<file path="src/rtl/clk_div_multi.sv">
// ----------------------------------------------------------------------------
// clk_div_multi
//   NUM_CH independent integer clock dividers running entirely on clk_hf.
//   Each channel produces a one-cycle clock-enable pulse and a near-50% square
//   wave, both as flop outputs. Divisors are reprogrammed through a shadow
//   register that is only committed at phase 0, so a running period is never
//   truncated. sync_req forces every channel to phase 0 together, which keeps
//   integer-ratio channels edge-aligned.
//
// Ports
//   clk_hf      in   single input clock, all flops on its rising edge
//   rst_n       in   asynchronous active-low reset
//   div_in      in   requested divisor per channel, slice i = [i*CNT_W +: CNT_W]
//   div_load    in   per-channel load strobe
//   sync_req    in   realign all channels to phase 0
//   ce_out      out  per-channel enable pulse, one cycle per period
//   clk_out     out  per-channel divided square wave
//   div_ack     out  one-cycle pulse when a loaded divisor becomes active
//   div_active  out  divisor currently in effect per channel
// ----------------------------------------------------------------------------
module clk_div_multi #(
    parameter int NUM_CH      = 2,
    parameter int CNT_W       = 8,
    parameter int DEFAULT_DIV = 8
) (
    input  logic                    clk_hf,
    input  logic                    rst_n,
    input  logic [NUM_CH*CNT_W-1:0] div_in,
    input  logic [NUM_CH-1:0]       div_load,
    input  logic                    sync_req,
    output logic [NUM_CH-1:0]       ce_out,
    output logic [NUM_CH-1:0]       clk_out,
    output logic [NUM_CH-1:0]       div_ack,
    output logic [NUM_CH*CNT_W-1:0] div_active
);

    if (DEFAULT_DIV < 1 || DEFAULT_DIV > (2**CNT_W) - 1) begin : g_bad_default
        $error("clk_div_multi: DEFAULT_DIV out of range 1..2^CNT_W-1");
    end

    localparam logic [CNT_W-1:0] DEF_DIV = CNT_W'(DEFAULT_DIV);
    localparam logic [CNT_W-1:0] ONE     = CNT_W'(1);

    for (genvar i = 0; i < NUM_CH; i++) begin : g_ch
        logic [CNT_W-1:0] cnt_q, div_q, shadow_q;
        logic             shadow_v_q;
        logic             ce_q, clk_q, ack_q;
        logic [CNT_W-1:0] cnt_n, div_n, shadow_n, din;
        logic             shadow_v_n, wrap, apply;

        assign din = div_in[i*CNT_W +: CNT_W];

        always_comb begin
            // sync_req behaves like a forced wrap: phase 0 plus pending apply.
            wrap       = sync_req || (cnt_q == div_q - ONE);
            // apply looks at shadow_v before this edge's load, so a load that
            // coincides with a wrap waits for the following one.
            apply      = wrap && shadow_v_q;
            cnt_n      = wrap ? '0 : cnt_q + ONE;
            div_n      = apply ? shadow_q : div_q;
            shadow_n   = shadow_q;
            shadow_v_n = shadow_v_q && !apply;
            if (div_load[i]) begin
                shadow_n   = (din == '0) ? ONE : din;
                shadow_v_n = 1'b1;
            end
        end

        always_ff @(posedge clk_hf or negedge rst_n) begin
            if (!rst_n) begin
                cnt_q      <= '0;
                div_q      <= DEF_DIV;
                shadow_q   <= '0;
                shadow_v_q <= 1'b0;
                ce_q       <= 1'b0;
                clk_q      <= 1'b0;
                ack_q      <= 1'b0;
            end else begin
                cnt_q      <= cnt_n;
                div_q      <= div_n;
                shadow_q   <= shadow_n;
                shadow_v_q <= shadow_v_n;
                // Decode from next state so outputs match the count held
                // in the same cycle. With cnt_n==0 after sync this reduces to
                // ce=(div==1), clk=(div>=2) without a special case.
                ce_q       <= (cnt_n == div_n - ONE);
                clk_q      <= (cnt_n < (div_n >> 1));
                ack_q      <= apply;
            end
        end

        assign ce_out[i]                     = ce_q;
        assign clk_out[i]                    = clk_q;
        assign div_ack[i]                    = ack_q;
        assign div_active[i*CNT_W +: CNT_W]  = div_q;
    end

endmodule

</file>
<file path="config.mk">
export PLATFORM = sky130hd
export DESIGN_NAME = clk_div_multi
export DESIGN_NICKNAME = d
export VERILOG_FILES = /design/src/rtl/clk_div_multi.sv
export SDC_FILE = /design/constraint.sdc
export NUM_CORES = 1
export LEC_CHECK = 0
export CORE_ASPECT_RATIO = 1.5
export CORE_MARGIN = 4
export CORE_UTILIZATION = 61
export CTS_CLUSTER_DIAMETER = 40
export DETAILED_ROUTE_END_ITERATION = 6
export PLACE_DENSITY = 0.82
export SLEW_MARGIN = 20
export SYNTH_ARGS = -nofsm -noshare
export SYNTH_HDL_FRONTEND = slang
export SYNTH_SLANG_ARGS = --single-unit
</file>
<file path="constraint.sdc">
create_clock -name clk_hf -period 6.26 [get_ports clk_hf]
set_input_delay 0.939 -clock clk_hf [delete_from_list [all_inputs] [get_ports clk_hf]]
set_output_delay 0.939 -clock clk_hf [all_outputs]
set_load 0.02 [all_outputs]
</file>
* Word level (Yosys, flattened, before mapping) *
Cells that the tools add are included.

operators by class
  eq/ne operators = 4
  div/mod/pow operators = 0
  order comparisons = 2
  multiply operators = 0
  shift-type cells = 0
  reduce and logical (&&, ||, !) cells = 10
  bitwise logic cells = 0
  add/subtract/negate cells = 6
  mux-type cells = 8

operators by type and width
  kind                                               count
  2-to-1 mux 8 bit                                   6
  == test 8 bit                                      4
  subtractor 8 x 1 -> 8 bit (second input constant)  4
  adder 8 x 1 -> 8 bit (second input constant)       2
  logical NOT 8 bit                                  2
  < comparator 8 x 7 -> 1 bit                        2
  logical AND 1 bit                                  4
  logical NOT 1 bit                                  2
  logical OR 1 bit                                   2
  2-to-1 mux 1 bit                                   2

storage, ports and cells
  memory bits (read-only) = 0
  memories kept = 0
  register bits after elaboration = 56
  word-level logic and storage cells = 44
  bits in latches = 0
  output and inout port bits = 22
  bits in writable memories = 0
  input port bits = 21

* Logic depth before layout (Yosys ltp) *
Gate-level depths: netlist of the first run.

  word-level depth = 7
  gate-level depth with buffers = 17
  mapped depth without buffers = 16

* Worst setup path after synthesis of the first run *
Ideal clock, no wire load.

  path kind = reg-to-reg
  start point = reg g_ch[0].div_q[1]
  end point = reg g_ch[0].ce_q
  stages on the path, launching flop included = 17
  path slack = 2.744 ns
  buffers on the path = 1
  library setup time = 0.087 ns
  required time = 6.173 ns
  period minus slack after synthesis = 3.516 ns
  arrival time = 3.430 ns
  cell sequence = dfrtp_1 -> or4_4 -> a2111oi_4 -> o31ai_1 -> a41o_4 -> nand2_4 -> inv_2 -> buf_6 -> o21ai_1 -> inv_1 -> ha_1 -> a21oi_1 -> nor2_1 -> a21oi_1 -> a32oi_1 -> or4_1 -> a211oi_2

on the way
  longest elaborated chain between the ends = 7
  elaborated cells on any way between the ends = 8
  classes of those cells = 2 x add/sub; 2 x eq/ne; 2 x mux; 2 x reduce/logical

ends and longest elaborated chain
  item                       line  source
  start, declared            45    logic [CNT_W-1:0] cnt_q, div_q, shadow_q;
  start signal, assigned     80    div_q <= div_n;
  subtractor 8 x 1 -> 8 bit  55    wrap = sync_req || (cnt_q == div_q - ONE);
  == test 8 bit              55
  logical OR 1 bit           55
  logical AND 1 bit          58    apply = wrap && shadow_v_q;
  via g_ch[0].apply          49    logic shadow_v_n, wrap, apply;
  2-to-1 mux 8 bit           60    div_n = apply ? shadow_q : div_q;
  via g_ch[0].div_n[0]       48    logic [CNT_W-1:0] cnt_n, div_n, shadow_n, din;
  subtractor 8 x 1 -> 8 bit  86    ce_q <= (cnt_n == div_n - ONE);
  == test 8 bit              86
  end signal, assigned       86
  end, declared              47    logic ce_q, clk_q, ack_q;

The timed path passes the listed nets, and every way through them passes these cells.
A chain may end at the register's enable or synchronous reset.

* Final worst setup path of the first run *
  start point = reg g_ch[0].div_q[2]
  end point = reg g_ch[0].clk_q

on the way
  longest elaborated chain between the ends = 6
  elaborated cells on any way between the ends = 7
  classes of those cells = 1 x add/sub; 1 x order compare; 1 x eq/ne; 2 x mux; 2 x reduce/logical

ends and longest elaborated chain
  item                           line  source
  subtractor 8 x 1 -> 8 bit      55
  == test 8 bit                  55
  logical OR 1 bit               55
  logical AND 1 bit              58
  2-to-1 mux 8 bit               60
  < comparator 8 x 7 -> 1 bit *  87    clk_q <= (cnt_n < (div_n >> 1));
  end signal, assigned           87
  end, declared                  47

Mark *: on every way between the ends. The rest lies on a longest branch, timed or not.

==> results of run 1 <==
==> cells in the mapped netlist, types with 3 or more instances <==
library cell | count | area share
xor2_1 | 16 | 0.037
ha_1 | 18 | 0.059
or4_1 | 3 | 0.0059
a31oi_1 | 3 | 0.0049
dfrtp_1 | 54 | 0.35
clkbuf_1 | 9 | 0.0089
nand2_1 | 22 | 0.022
o31ai_1 | 3 | 0.0059
and2_1 | 4 | 0.0066
nand3_1 | 14 | 0.018
a21o_1 | 5 | 0.0099
mux2_2 | 13 | 0.038
nor2b_1 | 5 | 0.0082
inv_1 | 32 | 0.032
buf_2 | 6 | 0.0079
a21oi_1 | 28 | 0.037
nand4_1 | 5 | 0.0082
o21ai_0 | 9 | 0.012
o21bai_1 | 3 | 0.0059
nor2_1 | 33 | 0.033
nor3_1 | 11 | 0.014
nor4_1 | 7 | 0.011
buf_4 | 8 | 0.016
nand2b_1 | 4 | 0.0066
and3_1 | 6 | 0.0099
xnor2_1 | 22 | 0.051
or3_1 | 5 | 0.0082
or2_2 | 4 | 0.0066
mux2i_1 | 8 | 0.021
==> through the flow <==
step	area, um2	instances	utilization
6_report	4280	512	0.703
5_1_grt	4280	512	0.703
4_1_cts	4280	512	0.703
3_5_place_dp	4190	504	0.688
3_3_place_gp	4190	504	0.688
2_1_floorplan	3810	411	-
==> registers in the layout (all words and copies together) (netlist names) <==
signal and flops:
g_ch.cnt_q 16, g_ch.div_q 16, g_ch.shadow_q 16, g_ch.ack_q 2
g_ch.ce_q 2, g_ch.clk_q 2, g_ch.shadow_v_q 2
==> cells by family (layout without fill, tap and decap cells) <==
family          after synthesis  after routing  share of synthesized area
compound gates               83             83                      0.162
xor+xnor                     38             38                     0.0874
fa+ha+maj                    18             18                     0.0591
buf+inv                      58             85                     0.0690
flops                        56             56                      0.369
mux                          22             22                     0.0634
simple gates                136            136                      0.191
==> area by class of cell <==
class,instances,share of cell area
inverter,34,0.0298
clock buffer,5,0.0161
timing repair buffer,43,0.0989
multi-input combinational,297,0.501
clock inverter,3,0.00439
sequential,56,0.328
tap,74,0.0217
==> placed cells by master, fill, tap and decap left out, types with 5 or more instances in the layout <==
| cell type | synthesis | routed |
|---|---|---|
| mux2i_1 | 8 | 8 |
| nand4_1 | 5 | 5 |
| ha_1 | 18 | 18 |
| dfrtp_1 | 54 | 54 |
| nand3_1 | 14 | 14 |
| nor2b_1 | 5 | 5 |
| a21oi_1 | 28 | 28 |
| clkbuf_8 | 0 | 5 |
| clkdlybuf4s50_1 | 0 | 41 |
| a21o_1 | 5 | 5 |
| nor2_1 | 33 | 33 |
| nor3_1 | 11 | 11 |
| inv_1 | 32 | 32 |
| o21ai_0 | 9 | 9 |
| xnor2_1 | 22 | 22 |
| nor4_1 | 7 | 7 |
| mux2_2 | 13 | 13 |
| or3_1 | 5 | 5 |
| nand2_1 | 22 | 22 |
| and3_1 | 6 | 6 |
| xor2_1 | 16 | 16 |
==> power breakdown <==
group / switching [mW] / internal, mW / total, mW
combinational: 0.230 / 0.195 / 0.425
clock: 0.113 / 0.0782 / 0.191
sequential: 0.0807 / 0.404 / 0.485
total: 0.424 / 0.677 / 1.10
==> final timing paths <==
path	to	depth (start not counted)	start
min	g_ch[0].shadow_q[7]	1	g_ch[0].shadow_q[7]
min in group asynchronous	g_ch[1].cnt_q[1]	2	rst_n
min reg2reg	g_ch[0].shadow_q[7]	1	g_ch[0].shadow_q[7]
max	g_ch[0].clk_q	12	g_ch[0].div_q[2]
max reg2reg	g_ch[0].clk_q	12	g_ch[0].div_q[2]
max in group asynchronous	g_ch[0].cnt_q[2]	2	rst_n
==> routing by layer <==
layer,vias up,routed length (um),GRT usage
met3,36,282,0.0308
li1,1501,-,-
met5,-,0,0
met1,1505,3150,0.265
met4,0,472,0.123
met2,81,5310,0.500
==> impl_metrics.yaml, run 1 <==
route:
  wl_per_cell_um: 18.0
  vias_per_cell: 6.10
  first_pass_iters: 4
  ant_nets: 0
  totalWireLength_um: 9210
  remaining_drc_errors: 0
  drt_iter0_markers: 157
  vias: 3123
global_route:
  first_global_vias: 3246
  grt_usage: 0.260
  grt_overflow: 0
  antenna_found_initial: 0
  grt_pass1_wl_um: 15500
  grt_max_degree: 57
floorplanning:
  core_area_um2: 6090
  ioPinCount: 43
  placementRows: 35
  die-area_um2: 7600
  start_util: 0.626
  die_h_um: 105
  die_w_um: 72.5
setup_path:
  crit_buf_inv: 1
  r2r_slack_ns: 2.02
  cp.required_ns: 6.44
  cp_slowest_cell: "or4_4"
  cp_slowest_stage_delay_ns: 0.57
  criticalPathCategory: "reg2reg"
  crit_chain: "or4_4 -> o21a_1 -> o31ai_1 -> a41o_4 -> nand2_4 -> inv_2 -> mux2i_1 -> ha_1 -> o211a_1 -> o21ai_0 -> a21oi_1 -> a2111oi_0"
  critPathMaxFanout: 25
  cp-end-kind: "register"
  crit_path_start_kind: "register"
  cp_data_arrival_time_ns: 4.42
  path_delay_family: "compound AO/OA/AOI/OAI gates"
cts:
  cts_tree: "yes"
  clockBufferDepth: 2
  cts_setup_buffers: 0
  clock_latency_ns: 0.31
  cts-resized-gates: 0
  ctsHoldBuffers: 0
  clkSinkCount: 56
  htree_levels: 2
  path_clk_slew_ns: 0.09
  cts_root_buffer: "clkbuf_8"
  cts_buffers: 5
placement:
  place_hpwl_um: 7360
  gp_congestion: 0.977
  portBuffers: 42
  post-place-ws_ns: 2.13
timing:
  max_freq_ghz: 0.236
  finalMaxSlewViolations: 0
  setup_slack_ns: 2.02
  fin_skew_ns: 0.00796
  finalHoldWorstSlack_ns: 0.549
  worstMarginPinSlew_ns: 0.702
  setup_tns_ns: 0
  rsz0062_at_grt: "no"
  slew-limit-headroom: 0.532
  fin_crit_ns: 4.24
  setup_violations: 0
  hold_viol: 0
  fin_crit_sh: 0.677
power_and_ir_drop:
  ir_drop_v: 0.000148
  power.density_nw_per_um2: 258
  total_power_mw: 1.10
  p_leak_nw: 1.92
synth:
  synth_cell_types: 67
  synth_ff_type: "dfrtp_1"
  ys_ff_latch: 56
  synth-edff-count: 0
  ys_seq_area_frac: 0.369
  avgSynthCellArea_um2: 9.27
  synth_area_um2: 3810
  syn-num-nets: 450
  yosys_warnings: 0
  syn-instance-count: 411
  synth-async-reset-ratio: 1.00
worst_hold_path:
  hp-class: "reg2reg"
finish:
  drive_gt1_frac: 0.100
  area_delta_synth_final_pct: 12.3
  diodes: 0
  multiInputGateArea_um2: 2140
  fillCellCount: 494
  seq_area_um2: 1400
  final_nets: 476
run:
  cap_violations: 0
outcome:
  outcome: "finished, final reports clean"
(Power assumes the default switching activity.)
==> inputs of run 2 (changes only) <==
--- a/config.mk
+++ b/config.mk
@@ -7,10 +7,10 @@
 export LEC_CHECK = 0
 export CORE_ASPECT_RATIO = 1.5
 export CORE_MARGIN = 4
-export CORE_UTILIZATION = 61
+export CORE_UTILIZATION = 51
 export CTS_CLUSTER_DIAMETER = 40
 export DETAILED_ROUTE_END_ITERATION = 6
-export PLACE_DENSITY = 0.82
+export PLACE_DENSITY = 0.72
 export SLEW_MARGIN = 20
 export SYNTH_ARGS = -nofsm -noshare
 export SYNTH_HDL_FRONTEND = slang
==> constraint.sdc (replaced) <==
create_clock -name clk_hf -period 3.8 [get_ports clk_hf]
set_input_delay 0.57 -clock clk_hf [delete_from_list [all_inputs] [get_ports clk_hf]]
set_output_delay 0.57 -clock clk_hf [all_outputs]
set_load 0.02 [all_outputs]
==> impl_metrics.yaml, run 2 (synthesized netlist as in run 1, its figures left out) <==
route:
  totalWireLength_um: 9900
  vias_per_cell: 5.83
  first_pass_iters: 4
  wl_per_cell_um: 17.9
  vias: 3224
  remaining_drc_errors: 0
  drt_iter0_markers: 138
  ant_nets: 0
timing:
  fin_crit_sh: 0.924
  fin_crit_ns: 3.51
  rsz0062_at_grt: "no"
  slew-limit-headroom: 0.586
  finalHoldWorstSlack_ns: 0.211
  fin_skew_ns: 0.0105
  worstMarginPinSlew_ns: 0.617
  max_freq_ghz: 0.285
  hold_viol: 0
  setup_tns_ns: 0
  setup_violations: 0
  finalMaxSlewViolations: 0
worst_hold_path:
  hp-class: "in2async"
global_route:
  antenna_found_initial: 0
  grt_max_degree: 36
  grt_pass1_wl_um: 16000
  grt_usage: 0.233
  grt_overflow: 0
  first_global_vias: 3276
setup_path:
  cp_data_arrival_time_ns: 3.73
  cp_slowest_cell: "or4_4"
  crit_path_start_kind: "register"
  r2r_slack_ns: 0.29
  crit_top_cell: "a21oi_1"
  cp_slowest_stage_delay_ns: 0.55
  criticalPathCategory: "reg2reg"
  crit_chain: "or4_4 -> or4_1 -> nand3_1 -> o211a_2 -> o21ai_4 -> inv_4 -> mux2i_1 -> ha_1 -> a21o_1 -> a21oi_1 -> a21oi_1 -> a2111oi_2"
  cp-end-kind: "register"
  cp.required_ns: 4.01
  critPathMaxFanout: 13
placement:
  placed_cells: 545
  portBuffers: 42
  place_hpwl_um: 7900
  gp_congestion: 0.928
finish:
  layout_common_cells: "54 x dfrtp_1, 41 x clkdlybuf4s50_1, 33 x nor2_1"
  final_core_util: 0.614
  final_common_cell: "dfrtp_1"
  final_nets: 491
  area_delta_synth_final_pct: 17.3
  top_regs: "g_ch.cnt_q (16), g_ch.div_q (16), g_ch.shadow_q (16)"
  stdcell_count: 553
  drive_gt1_frac: 0.141
  fillCellCount: 626
  diodes: 0
floorplanning:
  start_util: 0.524
  core_area_um2: 7270
  die_h_um: 114
  die_w_um: 78.6
  placementRows: 38
  ioPinCount: 43
  die-area_um2: 8940
power_and_ir_drop:
  total_power_mw: 1.90
  ir_drop_v: 0.000275
  p_leak_nw: 2.00
  power.density_nw_per_um2: 425
cts:
  clock_latency_ns: 0.32
  clockBufferDepth: 2
  cts_root_buffer: "clkbuf_8"
  ctsHoldBuffers: 0
  cts_tree: "yes"
  cts_buffers: 5
  path_clk_slew_ns: 0.10
  htree_levels: 2
  clkSinkCount: 56
run:
  cap_violations: 0
outcome:
  outcome: "finished, final reports clean"
[run 2: changes by cell type in the layout (fill, tap and decap cells not counted), sizes merged]
cell    previous run  this run
buf                2        17
clkbuf             5         6
clkinv             3         2
[run 2: stage by stage]
stage	setup WS, ns	cell area, um2
floorplan	0.284	3810
finish	0.288	4470
global placement	0.237	4330
CTS	0.131	4430
detailed placement	0.176	4330
global route	0.0208	4470
[run 2: where the power goes]
part	total (mW)	switching (mW)	internal (mW)
Clock	0.338	0.192	0.146
Sequential	0.766	0.100	0.666
Combinational	0.795	0.434	0.362
[run 2: worst max-delay path, delay by kind of cell (launching register included)]
kind,cells,cell delay [ns]
adder cells (fa/ha/maj),1,0.28
multiplexers,1,0.27
AO/OA/AOI/OAI,6,1.06
AND/OR/NAND/NOR,3,1.19
flip-flops,1,0.47
buffers and inverters,1,0.15
[run 2: final timing paths]
check,end,from,depth (start not counted)
max reg2reg,g_ch[1].clk_q,g_ch[1].div_q[0],12
min in group clk_hf,g_ch[0].shadow_q[7],g_ch[0].shadow_q[7],1
min,g_ch[1].div_q[0],rst_n,1
max in group asynchronous,g_ch[0].div_q[3],rst_n,2
min reg2reg,g_ch[0].shadow_q[7],g_ch[0].shadow_q[7],1
max,g_ch[1].clk_q,g_ch[1].div_q[0],12
[run 2: repair_timing]
item                                    4_1_cts  5_1_grt
setup buffers                                 0        0
gates resized for setup                       0       11
endpoints found under the setup margin        0        2
[run 2: routing by layer]
layer	part of all wire	vias up	GRT usage
li1	-	1534	-
met1	0.35	1570	0.219
met2	0.56	87	0.449
met3	0.030	33	0.0332
met4	0.065	0	0.163
met5	0	-	0
[run 2: area by class of cell]
class / count / area [um2] / share of cell area
Clock buffer: 6 / 82.6 / 0.0185
Clock inverter: 2 / 10.0 / 0.00224
Inverter: 34 / 133 / 0.0297
Multi-Input combinational cell: 297 / 2170 / 0.485
Sequential cell: 56 / 1400 / 0.314
Tap cell: 100 / 125 / 0.0280
Timing Repair Buffer: 58 / 548 / 0.123
==> inputs of run 3 (changes only) <==
--- a/config.mk
+++ b/config.mk
@@ -7,11 +7,13 @@
 export LEC_CHECK = 0
 export CORE_ASPECT_RATIO = 1.5
 export CORE_MARGIN = 4
-export CORE_UTILIZATION = 51
+export CORE_UTILIZATION = 58
 export CTS_CLUSTER_DIAMETER = 40
 export DETAILED_ROUTE_END_ITERATION = 6
+export DONT_BUFFER_PORTS = 1
 export PLACE_DENSITY = 0.72
 export SLEW_MARGIN = 20
 export SYNTH_ARGS = -nofsm -noshare
 export SYNTH_HDL_FRONTEND = slang
 export SYNTH_SLANG_ARGS = --single-unit
+export TNS_END_PERCENT = 50
==> impl_metrics.yaml, run 3 (synthesized netlist as in run 1, its figures left out) <==
placement:
  portBuffers: 0
  placed_cells: 480
  place_hpwl_um: 7400
  gp_congestion: 0.938
power_and_ir_drop:
  p_leak_nw: 1.87
  power.density_nw_per_um2: 459
  ir_drop_v: 0.000283
route:
  ant_nets: 0
  vias: 3076
  totalWireLength_um: 9520
  remaining_drc_errors: 0
  drt_iter0_markers: 155
  wl_per_cell_um: 19.5
  first_pass_iters: 5
  vias_per_cell: 6.29
floorplanning:
  core_area_um2: 6260
  die_w_um: 74.2
  start_util: 0.608
  ioPinCount: 43
  die-area_um2: 7950
  die_h_um: 107
  placementRows: 35
global_route:
  grt_pass1_wl_um: 15400
  first_global_vias: 3226
  grt_max_degree: 55
  grt_overflow: 0
  grt_usage: 0.254
  antenna_found_initial: 0
setup_path:
  cp_slowest_cell: "or4_4"
  r2r_cells: 12
  crit_path_start_kind: "register"
  r2r_slack_ns: 0.23
  cp_data_arrival_time_ns: 3.75
  cp_slowest_stage_delay_ns: 0.54
  reg2reg_to: "g_ch[1].clk_q"
  critPathMaxFanout: 7
  worstReg2RegStart: "g_ch[1].div_q[0]"
  cp.required_ns: 3.99
  criticalPathCategory: "reg2reg"
  crit_chain: "or4_4 -> or4_1 -> nand3_1 -> o211a_2 -> o21ai_4 -> inv_2 -> buf_4 -> mux2i_2 -> ha_1 -> o2111ai_1 -> a21oi_1 -> a2111oi_2"
  cp-end-kind: "register"
finish:
  drive_gt1_frac: 0.159
  area_delta_synth_final_pct: 7.13
  final_nets: 453
  diodes: 0
  stdcell_count: 489
  final_common_cell: "dfrtp_1"
  fillCellCount: 503
  top_regs: "g_ch.cnt_q (16), g_ch.div_q (16), g_ch.shadow_q (16)"
  multiInputGateArea_um2: 2160
  seq_area_um2: 1400
  layout_common_cells: "54 x dfrtp_1, 33 x nor2_1, 32 x inv_1"
cts:
  cts_setup_buffers: 0
  cts_root_buffer: "clkbuf_8"
  path_clk_slew_ns: 0.11
  clockBufferDepth: 2
  clkSinkCount: 56
  htree_levels: 2
  clock_latency_ns: 0.31
  cts_buffers: 5
  cts_tree: "yes"
timing:
  fin_crit_sh: 0.938
  worstMarginPinSlew_ns: 0.550
  rsz0062_at_grt: "no"
  max_freq_ghz: 0.280
  setup_tns_ns: 0
  slew-limit-headroom: 0.630
  finalMaxSlewViolations: 0
  hold_viol: 0
  fin_crit_ns: 3.57
  fin_skew_ns: 0.0111
  setup_violations: 0
outcome:
  outcome: "finished, final reports clean"
worst_hold_path:
  hp-class: "in2async"
run:
  cap_violations: 0
## run 3: report_power, final
group | switching (mW) | leakage, nW | internal (mW)
logic | 0.386 | 1.12 | 0.290
registers | 0.124 | 0.690 | 0.667
clock network | 0.193 | 0.0614 | 0.216
total | 0.702 | 1.87 | 1.17
## run 3: worst max-delay path by stage
stage / from / endpoint / slack [ns] / cells past startpoint
floorplan: g_ch[0].div_q[1] / g_ch[0].ce_q / 0.28 / 16
global placement: g_ch[1].div_q[3] / g_ch[1].clk_q / 0.02 / 12
detailed placement: g_ch[1].div_q[2] / g_ch[1].clk_q / 0.02 / 13
CTS: g_ch[1].div_q[2] / g_ch[1].clk_q / 0.05 / 13
global route: g_ch[1].div_q[0] / g_ch[1].clk_q / 0.008 / 12
finish: g_ch[1].div_q[0] / g_ch[1].clk_q / 0.23 / 12
## run 3: layout make-up
class                      instances  area share
sequential                        56       0.344
multi-input combinational        297       0.530
clock buffer                       6      0.0202
tap                               74      0.0227
clock inverter                     2     0.00951
inverter                          34      0.0313
timing repair buffer              20      0.0426
## run 3: stage by stage
stage          setup slack (ns)  utilization  power (mW)  hold WS [ns]  area (um2)
2_1_floorplan             0.284            -        1.27         0.274        3810
4_1_cts                  0.0461        0.648        1.87        0.0844        4060
3_3_place_gp             0.0247        0.624        1.43         0.276        3910
6_report                  0.234        0.652        1.87        0.0899        4080
3_5_place_dp             0.0206        0.624        1.45         0.276        3910
5_1_grt                 0.00811        0.652        1.99        0.0767        4080
## run 3: critical path, delay by kind of cell (launching register included)
family | cells | cell delay [ns]
AO/OA/AOI/OAI | 5 | 0.91
flip-flops | 1 | 0.44
adder cells (fa/ha/maj) | 1 | 0.28
multiplexers | 1 | 0.32
buffers and inverters | 2 | 0.31
AND/OR/NAND/NOR | 3 | 1.17
## run 3: timing repair
item                                    CTS  global route
endpoints found under the setup margin    1             3
hold buffers                              1             0
endpoints found under the hold margin    54             0
pin swaps                                 0             0
resized for setup                         1             6
## run 3: metal layers
layer / part of all wire / track usage
met1: 0.34 / 0.248
met2: 0.56 / 0.475
met3: 0.040 / 0.0460
met4: 0.053 / 0.150
met5: 0 / 0
